## src/rtl/result_buffer_ctrl_pkg.sv

```systemverilog
// Shared types for the speculative result buffer: default sizing, index type
// and the per-entry status flags with their reset value.
package result_buffer_ctrl_pkg;

    localparam int unsigned RESULT_BUFFER_SIZE = 8;
    localparam int unsigned RB_IDX_W           = $clog2(RESULT_BUFFER_SIZE);

    typedef logic [RB_IDX_W-1:0] RbIdxType;

    typedef struct packed {
        logic alloc;
        logic valid;
    } RbFlagsType;

    localparam RbFlagsType RbFlagsDefault = '{alloc: 1'b0, valid: 1'b0};

endpackage

```

## src/rtl/result_buffer_ctrl_ptr.sv

```systemverilog
// Wrapping circular-buffer pointer with increment enable and synchronous clear.
// DEPTH is a power of two, so natural overflow of the IDX_W counter is the wrap.
module rb_wrap_ptr #(
    parameter int unsigned IDX_W = 3
) (
    input  logic             clk_i,
    input  logic             rst_ni,
    input  logic             clr_i,
    input  logic             inc_i,
    output logic [IDX_W-1:0] ptr_o
);

    logic [IDX_W-1:0] ptr_q, ptr_d;

    always_comb begin
        ptr_d = ptr_q;
        if (clr_i) begin
            ptr_d = '0;
        end else if (inc_i) begin
            ptr_d = ptr_q + IDX_W'(1);
        end
    end

    always_ff @(posedge clk_i or negedge rst_ni) begin
        if (!rst_ni) begin
            ptr_q <= '0;
        end else begin
            ptr_q <= ptr_d;
        end
    end

    assign ptr_o = ptr_q;

endmodule

```

## src/rtl/result_buffer_ctrl.sv

```systemverilog
// Circular result buffer: in-order allocate/retire, out-of-order writeback by
// index, combinational operand lookup with same-cycle writeback bypass.
module result_buffer_ctrl
    import result_buffer_ctrl_pkg::*;
#(
    parameter int unsigned DEPTH  = RESULT_BUFFER_SIZE,
    parameter int unsigned DATA_W = 32,
    parameter int unsigned NUM_RD = 2,
    parameter int unsigned IDX_W  = $clog2(DEPTH)
) (
    input  logic                     CLK,
    input  logic                     nRST,
    input  logic                     alloc_req,
    output logic                     alloc_gnt,
    output logic [IDX_W-1:0]         alloc_idx,
    input  logic                     wr_en,
    input  logic [IDX_W-1:0]         wr_idx,
    input  logic [DATA_W-1:0]        wr_data,
    input  logic [NUM_RD*IDX_W-1:0]  rd_idx,
    output logic [NUM_RD*DATA_W-1:0] rd_data,
    output logic [NUM_RD-1:0]        rd_valid,
    input  logic                     retire_req,
    output logic                     retire_vld,
    output logic [DATA_W-1:0]        retire_data,
    output logic [IDX_W-1:0]         retire_idx,
    input  logic                     flush,
    output logic                     full,
    output logic                     empty,
    output logic [IDX_W:0]           count
);

    RbFlagsType        flags_q [DEPTH];
    RbFlagsType        flags_d [DEPTH];
    logic [DATA_W-1:0] data_q  [DEPTH];
    logic [IDX_W:0]    count_q, count_d;
    logic [IDX_W-1:0]  head_ptr, tail_ptr;
    logic              wr_legal, head_byp, retire_fire;

    assign full      = (count_q == (IDX_W+1)'(DEPTH));
    assign empty     = (count_q == '0);
    assign count     = count_q;
    assign alloc_gnt = alloc_req & ~full & ~flush;
    assign alloc_idx = tail_ptr;

    // Flush suppresses the write, so it also disables bypass on lookups.
    assign wr_legal    = wr_en & flags_q[wr_idx].alloc & ~flush;
    assign head_byp    = wr_legal & (wr_idx == head_ptr);
    assign retire_vld  = ~empty & (flags_q[head_ptr].valid | head_byp);
    assign retire_idx  = head_ptr;
    assign retire_fire = retire_req & retire_vld & ~flush;

    always_comb begin
        retire_data = '0;
        if (retire_vld) begin
            retire_data = head_byp ? wr_data : data_q[head_ptr];
        end
    end

    always_comb begin
        logic [IDX_W-1:0] sel;
        sel      = '0;
        rd_data  = '0;
        rd_valid = '0;
        for (int unsigned p = 0; p < NUM_RD; p++) begin
            sel = rd_idx[p*IDX_W +: IDX_W];
            if (wr_legal && (wr_idx == sel)) begin
                rd_valid[p]                 = 1'b1;
                rd_data[p*DATA_W +: DATA_W] = wr_data;
            end else if (flags_q[sel].alloc && flags_q[sel].valid) begin
                rd_valid[p]                 = 1'b1;
                rd_data[p*DATA_W +: DATA_W] = data_q[sel];
            end
        end
    end

    // Alloc hits tail, retire hits head; they only coincide when empty or full,
    // where one of the two is impossible, so the update order is safe.
    always_comb begin
        flags_d = flags_q;
        if (flush) begin
            for (int unsigned i = 0; i < DEPTH; i++) begin
                flags_d[i] = RbFlagsDefault;
            end
        end else begin
            if (alloc_gnt) begin
                flags_d[tail_ptr] = '{alloc: 1'b1, valid: 1'b0};
            end
            if (wr_legal) begin
                flags_d[wr_idx].valid = 1'b1;
            end
            if (retire_fire) begin
                flags_d[head_ptr] = RbFlagsDefault;
            end
        end
    end

    always_comb begin
        count_d = count_q;
        if (flush) begin
            count_d = '0;
        end else if (alloc_gnt && !retire_fire) begin
            count_d = count_q + (IDX_W+1)'(1);
        end else if (!alloc_gnt && retire_fire) begin
            count_d = count_q - (IDX_W+1)'(1);
        end
    end

    always_ff @(posedge CLK or negedge nRST) begin
        if (!nRST) begin
            for (int unsigned i = 0; i < DEPTH; i++) begin
                flags_q[i] <= RbFlagsDefault;
            end
            count_q <= '0;
        end else begin
            flags_q <= flags_d;
            count_q <= count_d;
        end
    end

    always_ff @(posedge CLK) begin
        if (wr_legal) begin
            data_q[wr_idx] <= wr_data;
        end
    end

    rb_wrap_ptr #(.IDX_W(IDX_W)) u_head_ptr (
        .clk_i  (CLK),
        .rst_ni (nRST),
        .clr_i  (flush),
        .inc_i  (retire_fire),
        .ptr_o  (head_ptr)
    );

    rb_wrap_ptr #(.IDX_W(IDX_W)) u_tail_ptr (
        .clk_i  (CLK),
        .rst_ni (nRST),
        .clr_i  (flush),
        .inc_i  (alloc_gnt),
        .ptr_o  (tail_ptr)
    );

endmodule

```

## config.mk

```make
export PLATFORM = sky130hd
export DESIGN_NAME = result_buffer_ctrl
export DESIGN_NICKNAME = d
export VERILOG_FILES = /design/src/rtl/result_buffer_ctrl_pkg.sv /design/src/rtl/result_buffer_ctrl_ptr.sv /design/src/rtl/result_buffer_ctrl.sv
export SDC_FILE = /design/constraint.sdc
export NUM_CORES = 1
export LEC_CHECK = 0
export ABC_AREA = 0
export BUFFER_PORTS_ARGS = -buffer_cell sky130_fd_sc_hd__buf_2
export CORE_UTILIZATION = 25
export DETAILED_ROUTE_END_ITERATION = 6
export SLEW_MARGIN = 20
export SYNTH_ARGS = -nofsm -noshare
export SYNTH_HDL_FRONTEND = slang
export SYNTH_SLANG_ARGS = --single-unit
```

## constraint.sdc

```tcl
create_clock -name CLK -period 5.1 [get_ports CLK]
set_input_delay 0.255 -clock CLK [delete_from_list [all_inputs] [get_ports CLK]]
set_output_delay 0.255 -clock CLK [all_outputs]
set_load 0.1 [all_outputs]
```

==> metrics.csv, run 1 <==
stage,metric,value,unit
outcome,status,finished clean,
job,cap_violations,0,
global_route,grt_pass1_vias,12149,
global_route,grt_util_all_layers,0.168,
logic_synthesis,ys_top_cells_by_area,"edfxtp_1 47%, mux4_2 20%, mux2i_1 6.8%",
power,peakVddDrop,0.266,mV
timing,tightest_slew,1110,ps
logic_synthesis,synth_edf_count,256,
cells_and_area,drive_above_1_share,0.316,
logic_synthesis,synth_top_area_cell,edfxtp_1,
global_route,use_met3,0.0209,
hold_path,worstHoldEndpoint,data_q[0][14],
floorplan,pin_count,159,
logic_synthesis,yosysWarnings,0,
timing,fin_crit_sh,0.848,
cts,root_buffer,clkbuf_16,
placement,dp.cells,2136,
placement,gp_congestion,0.829,
cells_and_area,stdcell_count,2197,
setup_path,critPathLaunch,u_head_ptr.ptr_o[0],
floorplan,dieArea,66500,µm²
logic_synthesis,yosys.area.top_type_share,0.470,
global_route,grt_max_degree,65,
cts,clk_pin_slew,60,ps
setup_path,timing.rr.end,count[3],
setup_path,worstPathRequired,4850,ps
placement,dp_hpwl,36300,µm
logic_synthesis,synth_common_cells,"256 x edfxtp_1, 148 x mux4_2, 133 x nand2_1",
global_route,grt_use_met2,0.285,
detailed_routing,wl_per_cell,26.1,µm
setup_path,worstSetupEndpointType,output port,
cts,numCtsBuffers,31,
logic_synthesis,synth.cell_area,16400,µm²
detailed_routing,drt-pass1-iter-count,5,
global_route,antenna_found_initial,2,
cts,clk_latency,560,ps
cts,cts_resized,0,
setup_path,rrSetupSlack,1280,ps
hold_path,hp-class,in2reg,
logic_synthesis,synth-seq-cells,282,
timing,max_slew_margin,0.260,
cts,cts.sinks,282,
setup_path,path_class,reg2out,
logic_synthesis,syn_inst,1197,
logic_synthesis,yosysMostFrequentCell,edfxtp_1,
logic_synthesis,ys.flop_type,edfxtp_1,
timing,rsz0062_at_grt,no,
power,power_frac_clock,0.395,
setup_path,cp-start-kind,register,
timing,finalSetupViolCount,0,
power,intPower,3.95,mW
detailed_routing,vias_per_cell,5.43,
logic_synthesis,synth.yosys.seq_area_share,0.509,
global_route,busiest_layer,met2,
global_route,met1_usage,0.227,
timing,clock_skew,14.3,ps
placement,place.port_buffers,158,
global_route,grt_overflow,0,
floorplan,fp.dieH,258,µm
cells_and_area,areaGrowthSynthToFinish,16.8,%
cts,cts_buffer_depth,3,
logic_synthesis,postSynthNetCount,1249,
power,p_per_area,278,nW/µm²
detailed_routing,antenna_left,0,
floorplan,rows,93,
power,p_leak,6.37,nW
cells_and_area,final_nets,1369,
global_route,grt_pass1_wl,83300,µm
floorplan,die_width,258,µm
power,switchingPower,1.37,mW
logic_synthesis,syn_avg_cell_area,13.7,µm²
logic_synthesis,synthArstFlopShare,0.0922,
hold_path,holdCritStartpoint,wr_data[14],
cts,cts-htree-levels,1,
floorplan,start_util,0.253,
setup_path,crit_fanout,56,
floorplan,core-area,64600,µm²
detailed_routing,drc,0,
detailed_routing,drtIter0Drc,1228,
timing,tns,0,ps
timing,slew_violations,0,
power,seq_power_share,0.484,
logic_synthesis,yosys.cell_types.count,60,
hold_path,hold_depth,1,
setup_path,ff2ff_path_depth,11,
detailed_routing,dr_total_vias,11940,
setup_path,crit_arrival,4070,ps
power,swShare,0.257,
timing,fmax,231,MHz
cts,cts_tree,done,
detailed_routing,wirelength,57400,µm
timing,hold_viol,0,
timing,period_needed,4320,ps
setup_path,regToRegStartpoint,u_head_ptr.ptr_o[2],
power,p_comb_frac,0.121,
[routing by layer]
layer / vias up / wire (µm)
met2: 623 / 28100
met4: 0 / 1410
met3: 100 / 4320
li1: 5047 / -
met5: - / 0
met1: 6170 / 23600
[critical path, stage by stage, from the launching register on]
cell and delay (ps):
dfrtp_4 690, buf_4 670, or2_2 540, nor2_1 80, a21oi_1 130, o22ai_1 90, a311o_1 360, a21oi_1 400
buf_2 510
[power groups by stage]
stage               clock network, mW  registers (mW)  logic (mW)
global placement                    0            2.62       0.636
finish                           2.10            2.58       0.641
detailed placement                  0            2.62       0.642
CTS                              2.14            2.58       0.645
global route                     2.21            2.58       0.681
floorplan                           0            2.70       0.371
[cells by family after synthesis]
logic type | synth area share
AOI/OAI and AO/OA | 0.0979
xor gates and xnor gates | 0.00696
adders and majority gates | 0.00428
buffers and inverters | 0.0294
DFF | 0.509
muxes | 0.281
and+or+nand+nor | 0.0708
[cell usage in the layout, fill, tap and decap left out, types with 4 or more instances in the layout]
cell | Yosys | final
edfxtp_1 | 256 | 256
buf_2 | 13 | 152
mux4_2 | 148 | 148
nand2_1 | 133 | 133
mux2i_1 | 111 | 111
o21ai_1 | 60 | 60
a21oi_1 | 54 | 54
nor2_1 | 44 | 42
buf_4 | 8 | 35
o21ai_0 | 33 | 33
clkbuf_16 | 0 | 31
dfrtp_1 | 26 | 23
o22ai_1 | 20 | 20
o211ai_1 | 20 | 20
mux2_2 | 14 | 14
inv_1 | 13 | 13
o221ai_1 | 12 | 12
xor2_1 | 11 | 11
nor2b_1 | 11 | 11
a211oi_1 | 10 | 10
nand2b_1 | 11 | 9
nand3_1 | 9 | 9
o22a_1 | 9 | 9
or2_2 | 8 | 8
clkinv_1 | 0 | 7
nor3_1 | 8 | 6
clkbuf_1 | 61 | 6
clkinv_2 | 0 | 6
a311o_1 | 4 | 4
o21a_1 | 4 | 4
a221oi_1 | 4 | 4
ha_1 | 4 | 4
clkbuf_8 | 0 | 4
[how the worst max path moves through the flow]
| stage | to | cells after the start |
|---|---|---|
| finish | retire_data[31] | 8 |
| detailed placement | rd_data[40] | 9 |
| CTS | retire_data[0] | 8 |
| global placement | count[3] | 11 |
| global route | retire_data[22] | 9 |
| floorplan | count[3] | 11 |
[repair_timing]
| item | CTS | global route |
|---|---|---|
| hold buffers | 3 | 0 |
| endpoints found under the setup margin | 0 | 0 |
| setup buffers | 0 | 0 |
| hold endpoints to repair | 42 | 0 |
[state kept, by name, summed over array words and instances (netlist names)]
register          count
count                 4
data_q              256
flags_q              16
u_head_ptr.ptr_o      3
u_tail_ptr.ptr_o      3
[area by class of cell]
class                           count  area, µm²
Timing Repair Buffer              190       1050
Sequential cell                   282       8350
Antenna cell                        2       5.00
Multi-Input combinational cell    799       7650
Clock buffer                       41        853
Fill cell                        6459      45500
Inverter                           13       48.8
Tap cell                          855       1070
Clock inverter                     15       93.8
[per-stage QoR]
step / setup slack [ps] / area (µm²) / power [mW] / utilization / hold slack [ps]
after floorplan: -57.8 / 16400 / 3.07 / - / -40.6
after global placement: 1280 / 18100 / 3.26 / 0.281 / 305
after detailed placement: 1280 / 18100 / 3.27 / 0.281 / 307
after CTS: 828 / 19100 / 5.36 / 0.296 / 2.36
after global routing: 659 / 19100 / 5.47 / 0.296 / 27.6
final: 777 / 19100 / 5.32 / 0.296 / 19.8
No activity file was read; power rests on OpenSTA's default activity.
==> run 2: changes to the inputs <==
==> constraint.sdc (replaced) <==
create_clock -name CLK -period 4.45 [get_ports CLK]
set_input_delay 0.2225 -clock CLK [delete_from_list [all_inputs] [get_ports CLK]]
set_output_delay 0.2225 -clock CLK [all_outputs]
set_load 0.1 [all_outputs]
==> metrics.csv, run 2 (same netlist as run 1, synthesis figures left out) <==
stage,metric,value,unit
timing,hold_ws,34.2,ps
placement,dp_hpwl,37000,µm
cells_and_area,drive_above_1_share,0.333,
cells_and_area,final_cell_mix,"256 x edfxtp_1, 148 x mux4_2, 136 x buf_2",
global_route,grt_util_all_layers,0.172,
hold_path,hp-class,in2reg,
cts,cts.sinks,282,
timing,finalSetupViolCount,0,
detailed_routing,wirelength,58100,µm
detailed_routing,wl_met3,4830,µm
timing,rsz0062_at_grt,no,
cts,cts_tree,done,
detailed_routing,drc,0,
timing,period_needed,4150,ps
cts,cts_buffer_depth,3,
cells_and_area,largest_reg_flops,256,
cells_and_area,top_register,data_q,
placement,gp_congestion,0.837,
floorplan,dieArea,66500,µm²
detailed_routing,vias_per_cell,5.40,
cts,numCtsBuffers,29,
detailed_routing,wl_met1,24200,µm
timing,slew_violations,0,
setup_path,timing.rr.end,count[3],
outcome,status,finished clean,
detailed_routing,highest_layer,met4,
setup_path,ff2ff_path_depth,11,
cells_and_area,areaGrowthSynthToFinish,21.1,%
setup_path,worstSetupEndpointType,output port,
detailed_routing,antenna_left,0,
floorplan,pin_count,159,
global_route,grt_max_degree,65,
cts,clk_pin_slew,60,ps
cells_and_area,n_antenna_cell,0,
floorplan,die_width,258,µm
cells_and_area,final_common_cell,edfxtp_1,
timing,fin_crit_sh,0.932,
cts,clk_latency,600,ps
cells_and_area,fillers,6471,
placement,place.port_buffers,158,
floorplan,rows,93,
power,p_leak,6.60,nW
hold_path,hold_depth,1,
setup_path,regToRegStartpoint,u_head_ptr.ptr_o[2],
hold_path,worstHoldEndpoint,data_q[6][23],
power,power.total,6.20,mW
timing,max_slew_margin,0.221,
hold_path,holdCritStartpoint,wr_data[23],
cts,postCtsSetupBuffers,0,
timing,clock_skew,34.2,ps
timing,tightest_slew,1170,ps
global_route,antenna_found_initial,1,
power,p_per_area,313,nW/µm²
setup_path,worstPathRequired,4230,ps
cells_and_area,final_nets,1407,
global_route,grt_pass1_vias,12216,
detailed_routing,wl_per_cell,26.0,µm
floorplan,core-area,64600,µm²
setup_path,rrSetupSlack,680,ps
floorplan,fp.dieH,258,µm
power,peakVddDrop,0.263,mV
detailed_routing,drt-pass1-iter-count,5,
detailed_routing,met2_length,27300,µm
cts,root_buffer,clkbuf_16,
job,cap_violations,0,
setup_path,crit_arrival,3930,ps
global_route,grt_overflow,0,
setup_path,crit_fanout,39,
setup_path,cp-start-kind,register,
timing,hold_viol,0,
cts,cts-htree-levels,1,
setup_path,path_class,reg2out,
detailed_routing,drtIter0Drc,1150,
floorplan,start_util,0.253,
global_route,grt_pass1_wl,84700,µm
timing,fmax,241,MHz
detailed_routing,dr_total_vias,12057,
-- run 2: cell count changes in the layout (fill, tap and decap cells not counted), moves of 4 or more --
cell	previous run	this run
dlygate4sd3_1	3	29
buf_12	0	17
a21oi_1	54	34
buf_2	152	136
buf_4	35	48
a21oi_2	1	21
clkbuf_8	4	0
-- run 2: per-stage QoR --
step	setup TNS, ps	utilization	instance area, µm²	cells	worst slack [ps]
5_1_grt	0	0.307	19800	2232	15.8
4_1_cts	0	0.307	19800	2232	276
3_3_place_gp	0	0.288	18600	2150	821
2_1_floorplan	-326	-	16500	1197	-313
3_5_place_dp	0	0.288	18600	2150	722
6_report	0	0.307	19800	2232	302
-- run 2: final cells by class --
class                           count  area [µm²]  area share
Sequential cell                   282        8350       0.421
Multi-Input combinational cell    799        7740       0.390
Timing Repair Buffer              230        1670      0.0843
Tap cell                          855        1070      0.0540
Clock buffer                       35         748      0.0377
Clock inverter                     18         199      0.0100
Inverter                           13        48.8     0.00246
-- run 2: worst max-delay path by stage --
stage | from | to | slack (ps)
4_1_cts | u_head_ptr.ptr_o[2] | retire_data[16] | 280
3_5_place_dp | u_head_ptr.ptr_o[2] | count[3] | 720
3_3_place_gp | u_head_ptr.ptr_o[2] | count[3] | 820
6_report | u_head_ptr.ptr_o[2] | retire_data[16] | 300
2_1_floorplan | count[1] | count[3] | -310
5_1_grt | u_head_ptr.ptr_o[2] | retire_data[16] | 20
-- run 2: power by group --
group,internal [mW],total (mW),switching (mW)
Sequential,2.91,2.95,0.0414
Combinational,0.251,0.757,0.506
Clock,1.43,2.49,1.06
Total,4.59,6.20,1.61
-- run 2: critical path: stages (launching register included) --
cell and delay (ps):
dfrtp_4 620, buf_4 580, buf_4 550, nand2b_1 320, nor2_1 70, a2111oi_0 450
a21oi_1 140, nor2_1 130, buf_2 450
-- run 2: metal layers --
metal / vias up / global-route usage
met5: - / 0
met4: 0 / 0.0567
met3: 107 / 0.0333
met2: 630 / 0.277
met1: 6199 / 0.232
li1: 5121 / -
-- run 2: what timing repair did --
action                    4_1_cts  5_1_grt
hold buffers                   29        0
hold endpoints to repair      228        0
gates resized for setup         0        0
==> run 3: changes to the inputs <==
--- a/config.mk
+++ b/config.mk
@@ -12,4 +12,5 @@
 export SLEW_MARGIN = 20
 export SYNTH_ARGS = -nofsm -noshare
 export SYNTH_HDL_FRONTEND = slang
+export SYNTH_HIERARCHICAL = 1
 export SYNTH_SLANG_ARGS = --single-unit
==> metrics.csv, run 3 <==
stage,metric,value,unit
outcome,status,finished clean,
setup_path,cpLargestDelayFamily,buffers and inverters,
cts,cts_tree,done,
setup_path,cp-start-kind,register,
cts,clk_pin_slew,60,ps
power,peakVddDrop,0.319,mV
cells_and_area,largest_reg_flops,256,
timing,clock_skew,11.1,ps
power,p_per_area,323,nW/µm²
logic_synthesis,postSynthNetCount,1237,
cts,cts_hold_buf,13,
placement,dp.cells,2139,
detailed_routing,drtIter0Drc,1302,
timing,max_slew_margin,0.246,
cts,cts_resized,0,
logic_synthesis,yosysWarnings,6,
floorplan,pin_count,159,
cells_and_area,stdcell_count,2202,
cells_and_area,top_register,data_q,
logic_synthesis,synth.yosys.seq_area_share,0.509,
timing,tightest_slew,1130,ps
detailed_routing,vias_per_cell,5.50,
cells_and_area,fin_area,19300,µm²
setup_path,crit_arrival,3690,ps
cells_and_area,drive_above_1_share,0.335,
logic_synthesis,yosys.cell_types.count,65,
logic_synthesis,syn_inst,1185,
setup_path,slowest_delay,770,ps
detailed_routing,drt-pass1-iter-count,6,
detailed_routing,antenna_left,0,
cts,numCtsBuffers,27,
timing,fin_crit_sh,0.879,
timing,finalSetupViolCount,0,
cells_and_area,areaGrowthSynthToFinish,17.9,%
cts,cts-htree-levels,1,
cts,postCtsSetupBuffers,0,
cells_and_area,final_common_cell,edfxtp_1,
floorplan,die_width,258,µm
timing,hold_ws,14.6,ps
logic_synthesis,synth_edf_count,256,
timing,slew_violations,0,
placement,dp_hpwl,38000,µm
logic_synthesis,synth_top_area_cell,edfxtp_1,
logic_synthesis,ys.flop_type,edfxtp_1,
timing,hold_viol,0,
global_route,antenna_found_initial,4,
cells_and_area,n_antenna_cell,0,
setup_path,crit_fanout,26,
cells_and_area,fillers,6460,
global_route,grt_overflow,0,
setup_path,slowest_stage,dfrtp_2,
cts,root_buffer,clkbuf_16,
global_route,grt_max_degree,65,
detailed_routing,dr_total_vias,12119,
logic_synthesis,yosys.area.top_type_share,0.470,
placement,gp_congestion,0.847,
placement,dpl_cell_area,18300,µm²
setup_path,worstSetupEndpointType,output port,
logic_synthesis,synth.cell_area,16400,µm²
cts,cts.sinks,282,
detailed_routing,wl_per_cell,26.8,µm
logic_synthesis,synth_common_cells,"256 x edfxtp_1, 144 x mux4_2, 122 x nand2_1",
cells_and_area,final_util,0.299,
timing,rsz0062_at_grt,no,
global_route,grt_pass1_vias,12351,
setup_path,cp_cell_sequence,"buf_4, buf_4, nor2b_1, nand2_1, o22ai_1, or3_1, a21oi_1, buf_2",
floorplan,fp.dieH,258,µm
logic_synthesis,synthArstFlopShare,0.0922,
detailed_routing,wirelength,58900,µm
global_route,grt_util_all_layers,0.173,
cts,cts_buffer_depth,3,
timing,period_needed,3910,ps
logic_synthesis,ys_top_cells_by_area,"edfxtp_1 47%, mux4_2 20%, mux2i_1 5.4%",
floorplan,rows,93,
cells_and_area,final_cell_mix,"256 x edfxtp_1, 156 x buf_2, 144 x mux4_2",
setup_path,crit_top_cell,buf_4,
setup_path,path_class,reg2out,
setup_path,critPathBufInv,3,
cells_and_area,final_nets,1378,
setup_path,worstPathRequired,4230,ps
floorplan,dieArea,66500,µm²
timing,fmax,256,MHz
global_route,grt_pass1_wl,85500,µm
logic_synthesis,synth-seq-cells,282,
floorplan,start_util,0.253,
logic_synthesis,yosysMostFrequentCell,edfxtp_1,
logic_synthesis,syn_avg_cell_area,13.8,µm²
placement,place.port_buffers,158,
job,cap_violations,0,
power,p_leak,6.52,nW
timing,tns,0,ps
detailed_routing,drc,0,
floorplan,core-area,64600,µm²
hold_path,hp-class,in2reg,
cts,clk_latency,570,ps
-- run 3: cell count changes after synthesis, moves of 12 or more --
cell      before  now
clkbuf_1      61   49
mux2i_1      111   89
buf_2         13   38
mux2_2        14   35
o21ai_1       60   14
o22ai_1       20   44
o21ai_0       33   68
-- run 3: final timing paths --
path	cells past startpoint	slack, ps	startpoint	to
worst max-delay path	8	540	u_head_ptr/ptr_o[0]	retire_data[23]
worst min-delay path	1	10	wr_data[31]	data_q[0][31]
worst max register to register	10	880	u_head_ptr/ptr_o[0]	count[3]
worst min register to register	2	600	flags_q[9]	flags_q[9]
max in group asynchronous	2	3740	nRST	u_head_ptr/ptr_o[2]
min in group asynchronous	2	220	nRST	u_tail_ptr/ptr_o[2]
-- run 3: stage by stage --
step / total power, mW / setup slack [ps]
after detailed placement: 3.85 / 840
after floorplan: 3.61 / -80.2
final: 6.23 / 537
after global routing: 6.41 / 341
after CTS: 6.27 / 552
after global placement: 3.84 / 866
-- run 3: metal layers --
| layer | GRT usage | vias up | wire [µm] |
|---|---|---|---|
| li1 | - | 5067 | - |
| met1 | 0.228 | 6208 | 23700 |
| met2 | 0.288 | 685 | 28500 |
| met3 | 0.0248 | 151 | 4460 |
| met4 | 0.0667 | 8 | 2180 |
| met5 | 0 | - | 46 |
-- run 3: layout make-up --
class,count,area [µm²],share of cell area
sequential,282,8340,0.432
multi-input combinational,792,7640,0.396
timing repair buffer,212,1300,0.0671
tap,855,1070,0.0554
clock buffer,30,687,0.0356
clock inverter,20,231,0.0120
inverter,11,41.3,0.00214
-- run 3: cells by family (layout without fill, tap and decap cells) --
group,after synthesis,in the layout,share of synthesized area
flops,282,282,0.509
fa+ha+maj,5,5,0.00428
xor+xnor,13,13,0.00741
mux,271,271,0.279
buf+inv,111,273,0.0300
simple gates,247,247,0.0716
compound gates,256,256,0.0986
-- run 3: where the power goes --
group	internal (mW)	switching (mW)
clock network	1.40	1.03
logic	0.269	0.578
registers	2.91	0.0421
-- run 3: worst register-to-register path, stage by stage, from the launching register on --
cell	delay, ps
dfrtp_2	770
nand2b_1	510
o22ai_1	160
a211oi_2	470
o21ai_2	100
nand2_1	130
ha_1	240
a21o_1	180
a21oi_1	290
mux4_2	550
o2111ai_1	90
